`src/rtl/sram_pkg.sv`:
```
// Shared widths, pipeline latencies and FSM encoding for the pipelined SRAM controller.
package sram_pkg;
  localparam int SRAM_ADDR_W     = 18;
  localparam int SRAM_DATA_W     = 32;
  localparam int SRAM_MASK_W     = SRAM_DATA_W / 8;
  localparam int ADDR_TO_DATA    = 2;
  localparam int ACCEPT_TO_VALID = 3;

  typedef enum logic {
    ST_INIT = 1'b0,
    ST_RUN  = 1'b1
  } sram_state_e;
endpackage

```
`src/rtl/sram_op_pipe.sv`:
```
// Delay line carrying {is_read, is_write, wdata} from the command stage to the data stage.
module sram_op_pipe
  import sram_pkg::*;
#(
  parameter int DATA_W = SRAM_DATA_W,
  parameter int DEPTH  = ADDR_TO_DATA
) (
  input  logic              clk_i,
  input  logic              rst_ni,
  input  logic              rd_i,
  input  logic              wr_i,
  input  logic [DATA_W-1:0] wdata_i,
  output logic              rd_o,
  output logic              wr_o,
  output logic [DATA_W-1:0] wdata_o,
  output logic              busy_o
);
  logic [DEPTH-1:0]  rd_q;
  logic [DEPTH-1:0]  wr_q;
  logic [DATA_W-1:0] wdata_q [DEPTH];

  always_ff @(posedge clk_i or negedge rst_ni) begin
    if (!rst_ni) begin
      rd_q <= '0;
      wr_q <= '0;
      for (int i = 0; i < DEPTH; i++) wdata_q[i] <= '0;
    end else begin
      rd_q[0]    <= rd_i;
      wr_q[0]    <= wr_i;
      wdata_q[0] <= wdata_i;
      for (int i = 1; i < DEPTH; i++) begin
        rd_q[i]    <= rd_q[i-1];
        wr_q[i]    <= wr_q[i-1];
        wdata_q[i] <= wdata_q[i-1];
      end
    end
  end

  assign rd_o    = rd_q[DEPTH-1];
  assign wr_o    = wr_q[DEPTH-1];
  assign wdata_o = wdata_q[DEPTH-1];
  assign busy_o  = |(rd_q | wr_q);
endmodule

```
`src/rtl/sram_controller.sv`:
```
// Pipelined synchronous SRAM controller: one request per cycle, writes drive dq two cycles
// after the command, reads return three cycles after acceptance.
module sram_controller
  import sram_pkg::*;
#(
  parameter int  ADDR_W      = SRAM_ADDR_W,
  parameter int  DATA_W      = SRAM_DATA_W,
  parameter int  INIT_CYCLES = 16,
  localparam int MASK_W      = DATA_W / 8
) (
  input  logic              sram_clock,
  input  logic              reset_n,
  input  logic              sram_addr_valid,
  output logic              sram_ready,
  input  logic [ADDR_W-1:0] sram_addr,
  input  logic [DATA_W-1:0] sram_data_in,
  input  logic [MASK_W-1:0] sram_write_mask,
  output logic [DATA_W-1:0] sram_data_out,
  output logic              sram_data_out_valid,
  output logic              sram_pin_ce_n,
  output logic              sram_pin_we_n,
  output logic [MASK_W-1:0] sram_pin_bw_n,
  output logic [ADDR_W-1:0] sram_pin_addr,
  output logic [DATA_W-1:0] sram_pin_dq_out,
  output logic              sram_pin_dq_oe,
  input  logic [DATA_W-1:0] sram_pin_dq_in,
  output logic              busy,
  output logic              fsm_state_dbg
);
  localparam int             CNT_W     = $clog2(INIT_CYCLES + 1);
  localparam logic [CNT_W-1:0] INIT_LAST = CNT_W'(INIT_CYCLES - 1);

  // Handshake: a request transfers on a rising edge where sram_addr_valid && sram_ready.
  sram_state_e       state_q, state_d;
  logic [CNT_W-1:0]  cnt_q, cnt_d;
  logic              accept, is_wr;
  logic              ce_n_q, we_n_q, cmd_rd_q, cmd_wr_q;
  logic [MASK_W-1:0] bw_n_q;
  logic [ADDR_W-1:0] addr_q;
  logic [DATA_W-1:0] wdata_q, rdata_q;
  logic              rvalid_q;
  logic              pipe_rd, pipe_wr, pipe_busy;
  logic [DATA_W-1:0] pipe_wdata;

  always_comb begin
    state_d = state_q;
    cnt_d   = cnt_q;
    unique case (state_q)
      ST_INIT: begin
        if (cnt_q == INIT_LAST) begin
          state_d = ST_RUN;
          cnt_d   = '0;
        end else begin
          cnt_d = cnt_q + CNT_W'(1);
        end
      end
      ST_RUN: state_d = ST_RUN;
    endcase
  end

  always_ff @(posedge sram_clock or negedge reset_n) begin
    if (!reset_n) begin
      state_q <= ST_INIT;
      cnt_q   <= '0;
    end else begin
      state_q <= state_d;
      cnt_q   <= cnt_d;
    end
  end

  assign sram_ready    = (state_q == ST_RUN);
  assign fsm_state_dbg = state_q;
  assign accept        = sram_addr_valid & sram_ready;
  assign is_wr         = |sram_write_mask;

  // Command pins are registered; an all-zero mask yields bw_n all-ones, i.e. a read.
  always_ff @(posedge sram_clock or negedge reset_n) begin
    if (!reset_n) begin
      ce_n_q   <= 1'b1;
      we_n_q   <= 1'b1;
      bw_n_q   <= '1;
      addr_q   <= '0;
      cmd_rd_q <= 1'b0;
      cmd_wr_q <= 1'b0;
      wdata_q  <= '0;
    end else begin
      ce_n_q   <= ~accept;
      we_n_q   <= ~(accept & is_wr);
      bw_n_q   <= accept ? ~sram_write_mask : '1;
      cmd_rd_q <= accept & ~is_wr;
      cmd_wr_q <= accept & is_wr;
      if (accept) begin
        addr_q  <= sram_addr;
        wdata_q <= sram_data_in;
      end
    end
  end

  sram_op_pipe #(
    .DATA_W(DATA_W),
    .DEPTH (ADDR_TO_DATA)
  ) u_op_pipe (
    .clk_i  (sram_clock),
    .rst_ni (reset_n),
    .rd_i   (cmd_rd_q),
    .wr_i   (cmd_wr_q),
    .wdata_i(wdata_q),
    .rd_o   (pipe_rd),
    .wr_o   (pipe_wr),
    .wdata_o(pipe_wdata),
    .busy_o (pipe_busy)
  );

  // The SRAM drives dq_in during the read's data phase; capture it on the closing edge.
  always_ff @(posedge sram_clock or negedge reset_n) begin
    if (!reset_n) begin
      rvalid_q <= 1'b0;
      rdata_q  <= '0;
    end else begin
      rvalid_q <= pipe_rd;
      if (pipe_rd) rdata_q <= sram_pin_dq_in;
    end
  end

  assign sram_pin_ce_n       = ce_n_q;
  assign sram_pin_we_n       = we_n_q;
  assign sram_pin_bw_n       = bw_n_q;
  assign sram_pin_addr       = addr_q;
  assign sram_pin_dq_out     = pipe_wdata;
  assign sram_pin_dq_oe      = pipe_wr;
  assign sram_data_out       = rdata_q;
  assign sram_data_out_valid = rvalid_q;
  assign busy                = cmd_rd_q | cmd_wr_q | pipe_busy;
endmodule

```
`config.mk`:
```
export PLATFORM = sky130hd
export DESIGN_NAME = sram_controller
export DESIGN_NICKNAME = d
export VERILOG_FILES = /design/src/rtl/sram_pkg.sv /design/src/rtl/sram_op_pipe.sv /design/src/rtl/sram_controller.sv
export SDC_FILE = /design/constraint.sdc
export NUM_CORES = 1
export LEC_CHECK = 0
export BUFFER_PORTS_ARGS = -buffer_cell sky130_fd_sc_hd__buf_2
export CORE_MARGIN = 1.5
export CORE_UTILIZATION = 45
export CTS_BUF_LIST = sky130_fd_sc_hd__clkbuf_4
export DETAILED_ROUTE_END_ITERATION = 16
export PLACE_DENSITY = 0.71
export SYNTH_ARGS = -nofsm -noshare
export SYNTH_HDL_FRONTEND = slang
export SYNTH_SLANG_ARGS = --single-unit
export TNS_END_PERCENT = 20
```
`constraint.sdc`:
```
create_clock -name sram_clock -period 1.19 [get_ports sram_clock]
set_clock_uncertainty 0.15 [all_clocks]
set_input_delay 0.0595 -clock sram_clock [delete_from_list [all_inputs] [get_ports sram_clock]]
set_output_delay 0.0595 -clock sram_clock [all_outputs]
set_load 0.02 [all_outputs]
```
# Yosys cells after proc, flatten, opt, wreduce, memory -nomap -nowiden
# Cells that the tools add are included.
# classes
reduce_logical,2
n_bitwise,11
n_addsub,1
muxes,4
n_eq_ne,1
# op_table
op,n
adder 5 x 1 -> 5 bit (second input constant),1
equality test 5 x 4 -> 1 bit (second input constant),1
2-to-1 mux 5 bit,1
2-to-1 mux 4 bit,1
NOT 1 bit,4
NOT 4 bit,1
OR reduction 4 bit,1
AND 1 bit,3
bitwise OR 1 bit,2
bitwise OR 2 bit,1
one-hot mux 1 bit (2 select lines),1
OR reduction 2 bit,1
2-to-1 mux 1 bit,1
# totals
word_cells,34
output_inout_bits,93
in_bits,89
ff_bits,165

# Depth between registers and ports, before layout
# logic_depth
depth_word,3
ltp_mapped,5
mapped_depth_nobuf,4

# Hierarchy
# From an unflattened synthesis, not the netlist that was laid out.
# unflattened
hier_cells,426
area_unflattened_um2,5604.1
# by_module_without_submodules
module,seq_area_each_um2,cells_per_inst,instances,area_per_inst_um2
sram_controller,2434.8,325,1,3654.8
sram_op_pipe,1701.6,101,1,1949.4

# Least setup slack after synthesis
# No wires, ideal clock.
# synth_timing
path_kind,flip-flop to flip-flop
from,"reg state_q, in the netlist fsm_state_dbg"
to,"reg addr_q[0], in the netlist sram_pin_addr[0]"
path_buffers,2
required_ns,0.924
arrival_time_ns,1.047
stages_incl_launch_ff,6
period_less_slack_ns,1.313
path_slack_ns,-0.123
setup_ns,0.116
cell_sequence,dfrtp_1 > and2_4 > buf_6 > buf_6 > nand2_1 > nand2_1
# synth_via
elab_chain_cells,1
# synth_rtl
element,line_no,rtl
from (decl),sram_controller.sv:34,"sram_state_e state_q, state_d;"
from (signal assigned),sram_controller.sv:66,state_q <= state_d;
AND 1 bit,sram_controller.sv:73,assign accept = sram_addr_valid & sram_ready;
to (signal assigned),sram_controller.sv:93,addr_q <= sram_addr;
to (decl),sram_controller.sv:39,logic [ADDR_W-1:0] addr_q;
# Every way passes these cells.
# A chain may end at the register's enable or synchronous reset.

# Final worst setup path
# layout_timing
from,reg u_op_pipe.rd_q[0]
to,out busy
# layout_via
elab_chain_cells,3
# layout_rtl
element,line_no,rtl
from (decl),sram_op_pipe.sv:18,logic [DEPTH-1:0] rd_q;
from (signal assigned),sram_op_pipe.sv:28,rd_q[0] <= rd_i;
"from (signal, indexed assignment)",sram_op_pipe.sv:32,rd_q[i] <= rd_q[i-1];
bitwise OR 2 bit,sram_op_pipe.sv:42,assign busy_o = |(rd_q | wr_q);
OR reduction 2 bit,sram_op_pipe.sv:42,
bitwise OR 1 bit,sram_controller.sv:133,assign busy = cmd_rd_q | cmd_wr_q | pipe_busy;
to (decl),sram_controller.sv:27,"output logic busy,"
# Every way passes these cells.

==> flow_metrics.py <==
metrics = {
    "critical_path": {
        "crit_arrival_ns": 1.49,
        "path_cells": "nor4_2 -> nand2_1 -> buf_6",
        "end_kind": "primary output",
        "slowest_stage": "dfrtp_1",
        "start_kind": "register",
        "path_buf_inv": 1,
        "rrSetupSlack_ns": -0.16,
        "slowest_delay_ns": 0.41,
        "cp_max_fo": 2,
        "path_class": "register to primary output",
        "r2r-end": "wdata_q[15]$_DFFE_PN0P_",
        "r2r_cells": 6,
        "crit_required_ns": 0.98,
        "critPathTopFamily": "flip-flops",
        "r2r_start": "fsm_state_dbg$_DFF_PN0_",
    },
    "detailed_routing": {
        "vias_per_cell": 4.50,
        "drt_iter0_drc": 256,
        "ant_nets": 0,
        "vias": 3910,
        "wl_per_cell_um": 15.2,
        "drc": 0,
        "routed_wl_um": 13200,
        "first_pass_iters": 6,
    },
    "floorplanning": {
        "dieHeight_um": 114,
        "fp.dieW_um": 114,
        "core_area_um2": 12100,
        "start_util_pct": 46.3,
        "rows": 40,
        "io_pins": 182,
        "fp.dieArea_um2": 13100,
    },
    "yosys": {
        "yosys.area.top_type": "dfrtp_1",
        "syn_avg_cell_area_um2": 13.2,
        "synth_cell_types": 22,
        "synth-seq-area-share_pct": 74.1,
        "yosysTopAreaCellShare_pct": 71.3,
        "syn_area_um2": 5580,
        "synth_seq_cells": 165,
        "syn-instance-count": 423,
        "syn_nets": 513,
        "synthTopCellsByArea": "dfrtp_1 (71%), nand2_1 (11%), mux2_2 (6.5%)",
        "synth_warnings": 0,
    },
    "final_layout": {
        "final_common_cell": "dfrtp_1",
        "fin_nets": 777,
        "fin_cells": 869,
        "post-route-util_pct": 67.3,
        "layout_common_cells": "dfrtp_1 (158), nand2_1 (157), buf_2 (132), dlygate4sd3_1 (93), buf_6 (55)",
        "syn2layout_area_growth_pct": 45.5,
        "drive_gt1_share_pct": 39.1,
    },
    "sta": {
        "period_share_pct": 143,
        "max_freq_mhz": 588,
        "rsz0062_at_grt": "yes",
        "slew_viol_final": 0,
        "setup_tns_ns": -19.51,
        "setup-violations-final": 185,
        "hold_viol_final": 0,
        "period_needed_ns": 1.70,
        "worst_slack_ns": -0.510,
        "max-slew-margin-rel_pct": 80.0,
        "tightest_slew_ns": 0.301,
    },
    "grt": {
        "antenna_found_initial": 0,
        "grt_pass1_wl_um": 20600,
        "grt.overflow.total": 0,
        "grt_start_max_net_pins": 58,
        "grt_pass1_vias": 4267,
        "grtUsageTotal_pct": 21.3,
    },
    "run_status": {
        "violations": "setup timing",
        "run_status": "finished, violations left",
    },
    "clocking": {
        "cts_tree": "yes",
        "h-tree-depth": 4,
        "clock_sinks": 165,
        "cts-buffers-inserted": 17,
        "path_clk_slew_ns": 0.13,
        "cts_root_buffer": "clkbuf_4",
        "clockBufferDepth": 2,
        "insertion_delay_ns": 0.55,
    },
    "min_path": {
        "min_path_cells": 4,
        "hold_path.class": "input pin to register",
        "hold-path-endpoint": "sram_pin_addr[3]$_DFFE_PN0P_",
        "min_from": "sram_addr[3]",
    },
    "run": {
        "drv_cap": 0,
    },
    "placed_design": {
        "gp_congestion": 0.764,
        "dp_hpwl_um": 7650,
        "io_buffers": 181,
        "numPlacedInstances": 739,
    },
    "power_and_ir_drop": {
        "p_per_area_nw_per_um2": 1450,
        "finalPower_mw": 11.7,
        "ir_worst_vdd_mv": 0.588,
        "p_leak_nw": 4.17,
    },
}
[through the flow]
step | setup WS [ns] | hold slack (ns) | instance area [µm²]
2_1_floorplan | -0.0488 | -0.386 | 5590
5_1_grt | -0.623 | 0.0402 | 8120
3_5_place_dp | -0.0826 | -0.276 | 6520
4_1_cts | -0.597 | 0.0182 | 8020
3_3_place_gp | -0.0271 | -0.278 | 6520
6_report | -0.510 | 0.0753 | 8120
[sequential cells by signal (all words and copies together), names as in the netlist]
signal / cells
sram_data_out: 32
u_op_pipe.wdata_o: 32
u_op_pipe.wdata_q: 32
wdata_q: 32
sram_pin_addr: 18
cnt_q: 5
sram_pin_bw_n: 4
u_op_pipe.rd_q: 2
u_op_pipe.wr_q: 2
cmd_rd_q: 1
cmd_wr_q: 1
fsm_state_dbg: 1
sram_data_out_valid: 1
sram_pin_ce_n: 1
sram_pin_we_n: 1
[tightest hold or removal path: cells and delay by family]
family / cells / cell delay, ns
buffers and inverters: 2 / 0.60
and+or+nand+nor: 2 / 0.09
[worst max path at each step]
stage | from | endpoint | slack (ns) | cells after the start
final | u_op_pipe.rd_q[0]$_DFF_PN0_ | busy | -0.51 | 3
after global routing | u_op_pipe.rd_q[0]$_DFF_PN0_ | busy | -0.62 | 3
after CTS | u_op_pipe.rd_q[0]$_DFF_PN0_ | busy | -0.60 | 3
after detailed placement | cnt_q[0]$_DFFE_PN0N_ | cnt_q[1]$_DFFE_PN0N_ | -0.08 | 3
after global placement | cnt_q[0]$_DFFE_PN0N_ | cnt_q[1]$_DFFE_PN0N_ | -0.03 | 3
after floorplan | fsm_state_dbg$_DFF_PN0_ | sram_pin_addr[0]$_DFFE_PN0P_ | -0.05 | 5
[synthesized netlist by cell type]
cell      number
nor2_1         2
a31oi_1        3
buf_2          9
inv_1          2
inv_2          2
nand2_2        1
ha_1           1
nor2b_1        1
xnor2_1        1
o21ai_0        2
nor4_1         1
or4_4          1
nand2_1      157
dfstp_2        6
dfrtp_1      159
nand2b_1       1
buf_4         33
mux2_2        32
buf_6          6
a41o_1         1
and2_4         1
a22o_1         1
[cell type report]
cell class	count	area (µm²)
diodes	1	2.50
clock inverters	14	133
repair buffers	293	2380
inverters	4	20.0
clock buffers	18	135
flip-flops and latches	165	4140
multi-input cells	206	1100
well taps	168	210
fillers	833	3940
[repair_timing]
item | in CTS | in global routing
setup buffers | 4 | 0
hold buffers | 93 | 1
cloned | 0 | 0
endpoints found under the hold margin | 255 | 159
pin swaps | 2 | 8
resized for setup | 85 | 31
endpoints found under the setup margin | 178 | 350
[routing by layer]
layer | global-route usage, % | part of all wire, % | vias up
li1 | - | - | 1823
met1 | 22.4 | 37 | 1889
met2 | 38.0 | 52 | 170
met3 | 7.31 | 7.5 | 28
met4 | 10.4 | 2.8 | 0
met5 | 0 | 0 | -
[power by group]
| group | internal, mW | switching (mW) |
|---|---|---|
| sequential | 6.17 | 0.296 |
| clock | 1.25 | 1.86 |
| combinational | 1.07 | 1.09 |
[kinds of logic after synthesis]
family          count (synthesis)  synth area share (%)
simple gates                  165                  11.5
flops                         165                  74.1
fa+ha+maj                       1                 0.224
buf+inv                        52                  6.72
xor+xnor                        1                 0.157
mux                            32                  6.45
compound gates                  7                 0.852
Note: power is estimated with default switching activity, not from simulation.
